## config.mk

```make
export PLATFORM = sky130hd
export DESIGN_NAME = serial_pattern_source
export DESIGN_NICKNAME = d
export VERILOG_FILES = /design/src/rtl/serial_pattern_pkg.sv /design/src/rtl/serial_pattern_source_debouncer.sv /design/src/rtl/serial_pattern_source.sv
export SDC_FILE = /design/constraint.sdc
export NUM_CORES = 1
export LEC_CHECK = 0
export CAP_MARGIN = 20
export CORE_ASPECT_RATIO = 0.8
export CORE_MARGIN = 2
export CORE_UTILIZATION = 50
export CTS_CLUSTER_SIZE = 28
export DETAILED_ROUTE_END_ITERATION = 12
export PLACE_DENSITY = 0.75
export SYNTH_ARGS = -nofsm -noshare
export SYNTH_HDL_FRONTEND = slang
export SYNTH_SLANG_ARGS = --single-unit
```

## constraint.sdc

```tcl
create_clock -name clk -period 4.3 [get_ports clk]
set_clock_uncertainty 0.1 [all_clocks]
set_input_delay 0.86 -clock clk [delete_from_list [all_inputs] [get_ports clk]]
set_output_delay 0.86 -clock clk [all_outputs]
set_load 0.1 [all_outputs]
```

## src/rtl/serial_pattern_pkg.sv

```systemverilog
// Shared types and default parameters for the serial pattern source.
package serial_pattern_pkg;

    typedef enum logic [1:0] {
        IDLE  = 2'd0,
        SHIFT = 2'd1,
        DONE  = 2'd2
    } state_e;

    localparam int DEF_WIDTH           = 8;
    localparam int DEF_BIT_CYCLES      = 4;
    localparam int DEF_DEBOUNCE_CYCLES = 16;

    // Counter width for a count range of n values, never narrower than one bit.
    function automatic int cnt_width(input int n);
        return (n > 1) ? $clog2(n) : 1;
    endfunction

endpackage

```

## src/rtl/serial_pattern_source_debouncer.sv

```systemverilog
// Two-flop synchronizer plus debouncer for the start pushbutton; emits the
// debounced level and a one-cycle pulse on each debounced rising edge.
module button_debouncer
    import serial_pattern_pkg::*;
#(
    parameter int DEBOUNCE_CYCLES = DEF_DEBOUNCE_CYCLES
) (
    input  logic clk,
    input  logic rst_n,
    input  logic btn_i,
    output logic level_o,
    output logic rise_o
);

    localparam int            CW       = cnt_width(DEBOUNCE_CYCLES);
    localparam logic [CW-1:0] CNT_LAST = CW'(DEBOUNCE_CYCLES - 1);

    logic          sync1_q, sync2_q;
    logic          level_q, level_d;
    logic          rise_q, rise_d;
    logic [CW-1:0] cnt_q, cnt_d;

    // cnt_q counts consecutive samples that disagree with the current level.
    always_comb begin
        level_d = level_q;
        rise_d  = 1'b0;
        cnt_d   = '0;
        if (sync2_q != level_q) begin
            if (cnt_q == CNT_LAST) begin
                level_d = sync2_q;
                rise_d  = sync2_q;
            end else begin
                cnt_d = cnt_q + 1'b1;
            end
        end
    end

    always_ff @(posedge clk or negedge rst_n) begin
        if (!rst_n) begin
            sync1_q <= 1'b0;
            sync2_q <= 1'b0;
            level_q <= 1'b0;
            rise_q  <= 1'b0;
            cnt_q   <= '0;
        end else begin
            sync1_q <= btn_i;
            sync2_q <= sync1_q;
            level_q <= level_d;
            rise_q  <= rise_d;
            cnt_q   <= cnt_d;
        end
    end

    assign level_o = level_q;
    assign rise_o  = rise_q;

endmodule

```

## src/rtl/serial_pattern_source.sv

```systemverilog
// Shifts a switch-selected pattern out MSB first on a debounced button press.
// Define SERIAL_PATTERN_LOOP_EN to repeat the pattern until the next press.
module serial_pattern_source
    import serial_pattern_pkg::*;
#(
    parameter int WIDTH           = DEF_WIDTH,
    parameter int BIT_CYCLES      = DEF_BIT_CYCLES,
    parameter int DEBOUNCE_CYCLES = DEF_DEBOUNCE_CYCLES
) (
    input  logic                     clk,
    input  logic                     rst,
    input  logic                     ena,
    input  logic                     btn_start,
    input  logic [WIDTH-1:0]         sw_pattern,
    output logic                     sig_out,
    output logic                     bit_strobe,
    output logic [$clog2(WIDTH)-1:0] bit_index,
    output logic                     busy,
    output logic                     done
);

    localparam int               IDX_W      = $clog2(WIDTH);
    localparam int               TW         = cnt_width(BIT_CYCLES);
    localparam logic [TW-1:0]    TIMER_LOAD = TW'(BIT_CYCLES - 1);
    localparam logic [IDX_W-1:0] LAST_IDX   = IDX_W'(WIDTH - 1);

    logic start_evt;
    logic btn_level;

    button_debouncer #(
        .DEBOUNCE_CYCLES(DEBOUNCE_CYCLES)
    ) u_debouncer (
        .clk    (clk),
        .rst_n  (rst),
        .btn_i  (btn_start),
        .level_o(btn_level),
        .rise_o (start_evt)
    );

    state_e             state_q, state_d;
    logic [WIDTH-1:0]   sr_q, sr_d;
    logic [TW-1:0]      timer_q, timer_d;
    logic [IDX_W-1:0]   idx_q, idx_d;
    logic               sig_q, sig_d;
    logic               strobe_q, strobe_d;
    logic               busy_q, busy_d;
    logic               done_q, done_d;
`ifdef SERIAL_PATTERN_LOOP_EN
    logic               stop_q, stop_d;
`endif

    always_comb begin
        state_d  = state_q;
        sr_d     = sr_q;
        timer_d  = timer_q;
        idx_d    = idx_q;
        sig_d    = sig_q;
        strobe_d = 1'b0;
        busy_d   = busy_q;
        done_d   = 1'b0;
`ifdef SERIAL_PATTERN_LOOP_EN
        stop_d   = stop_q;
`endif
        case (state_q)
            IDLE: begin
                sig_d  = 1'b1;
                busy_d = 1'b0;
                idx_d  = '0;
`ifdef SERIAL_PATTERN_LOOP_EN
                stop_d = 1'b0;
`endif
                if (start_evt && ena) begin
                    state_d  = SHIFT;
                    sr_d     = sw_pattern;
                    timer_d  = TIMER_LOAD;
                    sig_d    = sw_pattern[WIDTH-1];
                    strobe_d = 1'b1;
                    busy_d   = 1'b1;
                end
            end
            SHIFT: begin
                if (ena) begin
`ifdef SERIAL_PATTERN_LOOP_EN
                    if (start_evt) stop_d = 1'b1;
`endif
                    if (timer_q != '0) begin
                        timer_d = timer_q - 1'b1;
`ifdef SERIAL_PATTERN_LOOP_EN
                    end else if (!stop_q && idx_q == LAST_IDX) begin
                        // Wrap straight into the next repeat with no idle bit.
                        sr_d     = sw_pattern;
                        timer_d  = TIMER_LOAD;
                        idx_d    = '0;
                        sig_d    = sw_pattern[WIDTH-1];
                        strobe_d = 1'b1;
                        done_d   = 1'b1;
                    end else if (stop_q || idx_q == LAST_IDX) begin
`else
                    end else if (idx_q == LAST_IDX) begin
`endif
                        state_d = DONE;
                        sr_d    = '1;
                        timer_d = '0;
                        idx_d   = '0;
                        sig_d   = 1'b1;
                        busy_d  = 1'b0;
                        done_d  = 1'b1;
                    end else begin
                        sr_d     = {sr_q[WIDTH-2:0], 1'b1};
                        timer_d  = TIMER_LOAD;
                        idx_d    = idx_q + 1'b1;
                        sig_d    = sr_q[WIDTH-2];
                        strobe_d = 1'b1;
                    end
                end
            end
            DONE: begin
                state_d = IDLE;
                sig_d   = 1'b1;
                busy_d  = 1'b0;
                idx_d   = '0;
`ifdef SERIAL_PATTERN_LOOP_EN
                stop_d  = 1'b0;
`endif
            end
            default: begin
                state_d = IDLE;
                sig_d   = 1'b1;
                busy_d  = 1'b0;
                idx_d   = '0;
            end
        endcase
    end

    always_ff @(posedge clk or negedge rst) begin
        if (!rst) begin
            state_q  <= IDLE;
            sr_q     <= '1;
            timer_q  <= '0;
            idx_q    <= '0;
            sig_q    <= 1'b1;
            strobe_q <= 1'b0;
            busy_q   <= 1'b0;
            done_q   <= 1'b0;
`ifdef SERIAL_PATTERN_LOOP_EN
            stop_q   <= 1'b0;
`endif
        end else begin
            state_q  <= state_d;
            sr_q     <= sr_d;
            timer_q  <= timer_d;
            idx_q    <= idx_d;
            sig_q    <= sig_d;
            strobe_q <= strobe_d;
            busy_q   <= busy_d;
            done_q   <= done_d;
`ifdef SERIAL_PATTERN_LOOP_EN
            stop_q   <= stop_d;
`endif
        end
    end

    assign sig_out    = sig_q;
    assign bit_strobe = strobe_q;
    assign bit_index  = idx_q;
    assign busy       = busy_q;
    assign done       = done_q;

endmodule

```

==> impl_metrics.ini, run 1 <==
[run_status]
status = complete, no violations

[setup_path]
cp_top_family = buffers and inverters
rr_endpoint = sr_q[3]$_DFFE_PN1P_
r2r_start = bit_index[0]$_DFFE_PN0P_
arrival_ns = 2.01
crit_required_ns = 3.34
critPathMaxStageDelay_ns = 1.13
cp-end-kind = output port
slowest_stage = clkdlybuf4s50_1
worstPathMaxFanout = 2
ff2ff_setup_slack_ns = 2.30
crit_buf_inv = 1
ff2ff_path_depth = 5
start_kind = register
path_class = reg -> out
crit_chain = clkdlybuf4s50_1

[drt]
drt_first_pass_iters = 4
routed_wl_um = 2300
wl_per_cell_um = 13.7
routed-via-count = 891
drtIter0Drc = 20
viasPerCell = 5.30
ant_nets = 0
drc = 0

[synth]
syn_nets = 129
async_flop_share_pct = 100
yosys-top-cells-area = dfrtp_1 (36%), dfstp_2 (17%), mux2i_1 (7.2%)
synth_top_area_cell = dfrtp_1
synth_flop_cell = dfrtp_1
synth_commonest_cells = dfrtp_1 (18), inv_1 (10), mux2i_1 (9), nor2_1 (9), o21ai_0 (9)
yosysWarnings = 0
synth_top_area_share_pct = 35.9
yosysUniqueCellTypes = 33
ys_seq_elements = 26
syn-instance-count = 113
post-synth-top-count-cell = dfrtp_1
synth_edf_count = 0
yosysSeqAreaShare_pct = 52.6
syn-cell-area_mm2 = 0.00125
avgSynthCellArea_um2 = 11.1

[floorplan]
die_w_um = 60.0
start_util_pct = 51.8
die_h_um = 48.8
dieArea_mm2 = 0.00293
num_rows = 16
pin_count = 19
core_area_mm2 = 0.00242

[sta]
period_needed_ns = 2.97
post-route-period-util_pct = 69.0
fin_ws_ns = 1.33
slew_headroom_pct = 35.1
setup_viol = 0
slew_viol_final = 0
tightest_slew_ns = 0.970
fmax_mhz = 337
rsz0062_at_grt = no
setup_tns_ns = 0
final_hold_viol_count = 0

[finish]
area_growth_pct = 19.5
finalCoreUtilization_pct = 61.9
drive_above_1_share_pct = 15.9
fillers = 207
nets = 149
n_antenna_cell = 0

[clock_tree]
h-tree-depth = 1
ctsResizeCount = 0
cts_buffers = 3
clk_pin_slew_worst_paths_ns = 0.14
cts-root-buf = clkbuf_4
cts_hold_buffers = 0
clock_path_buffers = 2
cts_sinks = 26
cts_tree = yes
cts_setup_buffers = 0
clock_latency_ns = 0.32

[global_routing]
grt_util_all_layers_pct = 18.7
grt_pass1_wl_um = 4130
antenna_found_initial = 0
grt_max_degree = 20
grt_pass1_vias = 925
grt-ovfl-total = 0

[pwr]
combPwrFrac_pct = 7.3
switchingPower_w = 0.0000914
peakVddDrop_mv = 0.166
intPower_w = 0.000323
p_per_area_mw_per_mm2 = 276
p_total_w = 0.000415
swShare_pct = 22.0
power.leakage_nw = 0.622
pwr-share-seq_pct = 62.9
clkPwrFrac_pct = 29.8

[hold_path]
worstHoldStart = u_debouncer.sync1_q$_DFF_PN0_
min_to = u_debouncer.sync2_q$_DFF_PN0_
min_path_type = reg -> reg
holdPathStages = 0

[placement]
gp_congestion = 0.789
pre_cts_slack_ns = 1.69
dp_hpwl_um = 1660
io_buffers = 18

[flow_run]
drv_cap = 0
[state kept, by name, indices dropped and copies added, names as in the netlist]
name	count
bit_index	3
u_debouncer.rise_o	1
timer_q	2
busy	1
sr_q	7
done	1
u_debouncer.cnt_q	4
bit_strobe	1
sig_out	1
state_q	2
u_debouncer.sync1_q	1
u_debouncer.sync2_q	1
u_debouncer.level_o	1
[power groups by stage]
stage | clock network (W) | logic [W] | registers (W)
global route | 0.000142 | 0.0000346 | 0.000262
detailed placement | 0 | 0.0000309 | 0.000265
global placement | 0 | 0.0000298 | 0.000265
CTS | 0.000130 | 0.0000310 | 0.000261
finish | 0.000124 | 0.0000301 | 0.000261
floorplan | 0 | 0.0000137 | 0.000263
[per-layer routing]
layer | up-vias | wire length, µm | global-route usage, %
met5 | - | 0 | 0
met4 | 0 | 20 | 3.70
met3 | 4 | 173 | 6.10
met2 | 28 | 1070 | 28.8
met1 | 428 | 1040 | 26.1
li1 | 431 | - | -
[worst max-delay path by stage]
stage	startpoint	to	slack [ns]	depth (start not counted)
after CTS	sig_out$_DFFE_PN1P_	sig_out	1.31	1
after global placement	sig_out$_DFFE_PN1P_	sig_out	1.71	1
after floorplan	bit_index[0]$_DFFE_PN0P_	sr_q[4]$_DFFE_PN1P_	1.94	5
final	sig_out$_DFFE_PN1P_	sig_out	1.33	1
after detailed placement	ena	bit_strobe$_DFF_PN0_	1.69	4
after global routing	sig_out$_DFFE_PN1P_	sig_out	1.27	1
[placed cells by master, fill, tap and decap left out]
cell type and instances:
or3_1 1, or3b_1 3, clkdlybuf4s50_1 18, a21oi_4 1
clkbuf_8 1, clkbuf_4 3, nand2_1 2, nor3_1 1
o22a_1 1, o21ai_0 9, xnor2_1 2, nor2_1 9
nand4b_1 1, mux2_2 1, or4b_2 6, nand3b_1 2
o21a_1 1, dfrtp_1 18, a31oi_1 1, mux2i_1 9
nand2b_1 3, o22ai_1 1, dfstp_2 8, nand3_1 1
or2b_1 1, nor3b_1 2, inv_1 10, a21oi_1 6
o2bb2ai_1 1, buf_4 1, o31ai_1 1, nor4_1 1
nor2b_1 2, ha_1 4
[per-stage QoR]
stage / area, µm² / hold slack [ns] / instances
floorplan: 1250 / 0.231 / 113
global placement: 1460 / 0.241 / 164
global route: 1500 / 0.289 / 168
CTS: 1500 / 0.288 / 168
finish: 1500 / 0.280 / 168
detailed placement: 1460 / 0.256 / 164
[kinds of logic after synthesis]
family	Yosys count	share of synthesized area, %
and+or+nand+nor	35	18.1
buffers and inverters	14	4.89
AOI/OAI and AO/OA	22	10.9
DFF	26	52.6
adders and majority gates	4	3.99
xor gates and xnor gates	2	1.40
muxes	10	8.08
[layout make-up]
class | instances | area (µm²) | area share (%)
Tap cell | 36 | 45.0 | 3.00
Timing Repair Buffer | 19 | 188 | 12.5
Multi-Input combinational cell | 73 | 533 | 35.5
Sequential cell | 26 | 661 | 44.0
Clock buffer | 4 | 36.3 | 2.42
Inverter | 10 | 37.5 | 2.50
Note: power is estimated with default switching activity, not from simulation.
==> run 2, diff against run 1 <==
CORE_UTILIZATION = 47   (was 50)
PLACE_DENSITY = 0.74   (was 0.75)
clock period = 2.55 ns   (was 4.3 ns; I/O delays follow)
==> run 2 against run 1 <==
Worst hold slack lost 0.0022 ns; first-iteration DRC count grew 75%; die area grew 5.9%; utilization shrank 1.5 points; critical path depth grew 4; cell count is the same; cell area is essentially flat; critical endpoint is now sr_q[3]$_DFFE_PN1P_; total power grew 86%; sequential power grew 69%.
==> impl_metrics.ini, run 2 (same netlist as run 1, synthesis figures left out) <==
[global_routing]
grt_util_all_layers_pct = 17.3
grt_pass1_wl_um = 4010
grt_pass1_vias = 916
antenna_found_initial = 0
grt_max_degree = 27
use_met3_pct = 4.90
grt_util_met1_pct = 23.1
met2_usage_pct = 28.6
top_usage_layer = met2
grt-ovfl-total = 0

[hold_path]
holdPathStages = 0
min_path_type = reg -> reg

[drt]
drc = 0
routed_wl_um = 2370
wl_per_cell_um = 14.1
drtIter0Drc = 35
drt_first_pass_iters = 4
routed-via-count = 893
viasPerCell = 5.32
ant_nets = 0

[run_status]
status = complete, no violations

[finish]
area_growth_pct = 19.4
fillers = 232
final_cell_mix = dfrtp_1 (18), clkdlybuf4s50_1 (11), inv_1 (10)
seq_area_um2 = 661
finalCoreUtilization_pct = 60.4
final_common_cell = dfrtp_1
n_antenna_cell = 0
multi_input_area_um2 = 533
regMostFlops = sr_q
largest_reg_flops = 7
drive_above_1_share_pct = 21.2
nets = 149

[floorplan]
start_util_pct = 50.6
pin_count = 19
core_area_mm2 = 0.00248
die_w_um = 61.8
num_rows = 16
die_h_um = 50.2
dieArea_mm2 = 0.00310

[pwr]
combPwrFrac_pct = 6.6
swShare_pct = 20.2
intPower_w = 0.000617
peakVddDrop_mv = 0.378
p_per_area_mw_per_mm2 = 516
switchingPower_w = 0.000156
clkPwrFrac_pct = 36.5
power.leakage_nw = 0.642
pwr-share-seq_pct = 56.9

[clock_tree]
cts_sinks = 26
ctsResizeCount = 0
cts_buffers = 3
h-tree-depth = 1
cts_setup_buffers = 0
clock_latency_ns = 0.32
clock_path_buffers = 2
cts-root-buf = clkbuf_4
cts_tree = yes
clk_pin_slew_worst_paths_ns = 0.14
cts_hold_buffers = 0

[setup_path]
arrival_ns = 2.15
start_kind = register
path_class = reg -> reg
cp-end-kind = register
worstPathMaxFanout = 10
ff2ff_path_depth = 5
crit_required_ns = 2.70

[sta]
slew_headroom_pct = 59.2
fmax_mhz = 499
post-route-period-util_pct = 78.5
tightest_slew_ns = 0.611
fin_hold_ws_ns = 0.277
rsz0062_at_grt = no
setup_tns_ns = 0
period_needed_ns = 2.00
slew_viol_final = 0
final_hold_viol_count = 0
setup_viol = 0

[placement]
dp_hpwl_um = 1610
gp_congestion = 0.790
io_buffers = 18

[flow_run]
drv_cap = 0
==> run 2: changes by cell type in the layout (fill, tap and decap cells not counted) <==
| cell | previous run | this run |
|---|---|---|
| clkdlybuf4s50_1 | 18 | 11 |
| bufinv_16 | 0 | 1 |
| buf_4 | 1 | 8 |
| clkbuf_8 | 1 | 0 |
==> run 2: cell type report <==
class,instances,share of cell area (%)
sequential,26,44.1
multi-input combinational,73,35.6
tap,36,3.01
clock inverter,1,2.00
inverter,10,2.50
clock buffer,3,1.50
timing repair buffer,19,11.4
==> run 2: worst paths after layout <==
check                                         startpoint  slack (ns)                            end
hold / removal             u_debouncer.sync1_q$_DFF_PN0_        0.28  u_debouncer.sync2_q$_DFF_PN0_
max in group asynchronous                            rst        1.62            sig_out$_DFFE_PN1P_
hold reg to reg            u_debouncer.sync1_q$_DFF_PN0_        0.28  u_debouncer.sync2_q$_DFF_PN0_
setup reg to reg                bit_index[0]$_DFFE_PN0P_        0.55            sr_q[3]$_DFFE_PN1P_
setup / recovery                bit_index[0]$_DFFE_PN0P_        0.55            sr_q[3]$_DFFE_PN1P_
min in group asynchronous                            rst        0.43         timer_q[0]$_DFFE_PN0P_
==> run 2: power groups by stage <==
stage               Clock, W  Sequential [W]  Combinational (W)
global placement           0        0.000446          0.0000502
floorplan                  0        0.000444          0.0000230
detailed placement         0        0.000447          0.0000519
global route        0.000302        0.000442          0.0000580
finish              0.000282        0.000440          0.0000509
CTS                 0.000290        0.000440          0.0000521
==> run 2: per-layer routing <==
metal	vias up	part of all wire, %	routed length [µm]
met5	-	0	0
met4	0	0.55	13
met3	2	6.6	156
met2	21	49	1170
met1	436	44	1030
li1	434	-	-
==> run 2: per-stage QoR <==
stage | cells | setup slack [ns] | area [µm²] | power (W)
after detailed placement | 164 | 0.281 | 1450 | 0.000499
final | 168 | 0.547 | 1500 | 0.000773
after CTS | 168 | 0.550 | 1500 | 0.000782
after floorplan | 113 | 0.187 | 1250 | 0.000467
after global placement | 164 | 0.330 | 1450 | 0.000496
after global routing | 168 | 0.441 | 1500 | 0.000802
==> run 2: critical path, stage by stage (launching register included) <==
cell and delay [ns]:
dfrtp_1 0.44, ha_1 0.24, ha_1 0.30, or4b_2 0.66, o21ai_0 0.09, mux2i_1 0.10
==> run 3, diff against run 2 <==
CORE_UTILIZATION = 50   (was 47)
PLACE_DENSITY = 0.75   (was 0.74)
clock period = 1.9 ns   (was 2.55 ns; I/O delays follow)
==> run 3 against run 2 <==
Flip-flop and latch count unchanged; largest cell class unchanged; highest routed layer unchanged; sequential share of layout area shrank 4.5 points; wire length up 2.9%.
==> impl_metrics.ini, run 3 (same netlist as run 1, synthesis figures left out) <==
[sta]
fin_ws_ns = 0.0437
rsz0062_at_grt = yes
period_needed_ns = 1.86
tightest_slew_ns = 0.419
setup_viol = 0
fmax_mhz = 539
post-route-period-util_pct = 97.7
slew_headroom_pct = 72.0
slew_viol_final = 0
final_hold_viol_count = 0

[floorplan]
die_h_um = 48.8
pin_count = 19
die_w_um = 60.0
core_area_mm2 = 0.00242
num_rows = 16
dieArea_mm2 = 0.00293
start_util_pct = 51.8

[finish]
n_antenna_cell = 0
drive_above_1_share_pct = 30.8
fin_cells = 179
regMostFlops = sr_q
nets = 160
area_growth_pct = 34.9
finalInstanceArea_mm2 = 0.00169
largest_reg_flops = 7
final_common_cell = dfrtp_1
fillers = 169
final_cell_mix = dfrtp_1 (15), clkdlybuf4s50_1 (11), buf_4 (11), inv_1 (10)

[global_routing]
grt_pass1_wl_um = 4460
grt_util_all_layers_pct = 20.0
grt_pass1_vias = 969
grt-ovfl-total = 0
grt_max_degree = 27
antenna_found_initial = 0

[hold_path]
min_path_type = reg -> reg

[pwr]
peakVddDrop_mv = 0.405
power.leakage_nw = 0.701
p_total_w = 0.000905
p_per_area_mw_per_mm2 = 535

[placement]
dpl_cell_area_mm2 = 0.00164
placed_cells = 172
gp_congestion = 0.769
dp_hpwl_um = 1740
pre_cts_slack_ns = -0.116
io_buffers = 18

[run_status]
status = complete, no violations

[setup_path]
crit_buf_inv = 0
worstPathMaxFanout = 8
critPathMaxStageDelay_ns = 0.64
cpMostUsedCell = ha_4
cp_top_family = simple AND/OR/NAND/NOR gates
path_class = reg -> reg
arrival_ns = 2.02
slowest_stage = or4b_2
cp-end-kind = register
crit_chain = ha_4 > ha_4 > or4b_2 > o21ai_1 > mux2i_1
start_kind = register
crit_required_ns = 2.06

[clock_tree]
clk_pin_slew_worst_paths_ns = 0.13
clock_latency_ns = 0.32
cts-root-buf = clkbuf_4
clock_path_buffers = 2
cts_buffers = 3
cts_sinks = 26
cts_hold_buffers = 0
h-tree-depth = 1
cts_tree = yes

[drt]
wl_per_cell_um = 13.6
drtIter0Drc = 62
routed-via-count = 908
drt_first_pass_iters = 4
ant_nets = 0
routed_wl_um = 2440
viasPerCell = 5.07
drc = 0

[flow_run]
drv_cap = 0
[run 3: final cells by class]
cell class	count	area, µm²	share of cell area, %
clock buffers	4	26.3	1.55
inverters	10	37.5	2.22
multi-input cells	73	562	33.2
flip-flops and latches	26	669	39.5
well taps	36	45.0	2.66
repair buffers	30	353	20.8
[run 3: worst paths after layout]
path	endpoint	cells past startpoint	slack, ns	from
setup / recovery	sr_q[2]$_DFFE_PN1P_	5	0.04	bit_index[0]$_DFFE_PN0P_
hold / removal	u_debouncer.sync2_q$_DFF_PN0_	0	0.27	u_debouncer.sync1_q$_DFF_PN0_
setup reg to reg	sr_q[2]$_DFFE_PN1P_	5	0.04	bit_index[0]$_DFFE_PN0P_
hold reg to reg	u_debouncer.sync2_q$_DFF_PN0_	0	0.27	u_debouncer.sync1_q$_DFF_PN0_
max in group asynchronous	sr_q[4]$_DFFE_PN1P_	2	1.10	rst
min in group asynchronous	done$_DFF_PN0_	2	0.30	rst
[run 3: layer usage]
layer,vias to the layer above,track usage [%],wire length [µm]
met5,-,0,0
met4,0,4.44,12
met3,2,4.77,118
met2,23,30.3,1110
met1,428,29.1,1200
li1,455,-,-
[run 3: where the power goes]
group	total (W)	switching, W	leakage, nW	internal (W)
logic	0.0000764	0.0000329	0.368	0.0000434
registers	0.000590	0.0000138	0.318	0.000576
clock network	0.000238	0.000156	0.0150	0.0000822
[run 3: metrics by stage]
step | TNS (ns) | hold slack [ns] | util [%]
global route | -0.0690 | 0.276 | 69.9
CTS | 0 | 0.271 | 69.1
finish | 0 | 0.267 | 69.9
floorplan | -0.386 | -0.0156 | -
detailed placement | -0.321 | 0.240 | 67.7
global placement | -0.0824 | 0.235 | 67.7
[run 3: worst register-to-register path: stages (launching register included)]
cell     delay (ns)
dfrtp_4        0.52
ha_4           0.18
ha_4           0.18
or4b_2         0.64
o21ai_1        0.10
mux2i_1        0.08
[run 3: repair_timing]
action	CTS	global route
setup endpoints to repair	2	5
resized for setup	0	1
buffers inserted	1	2
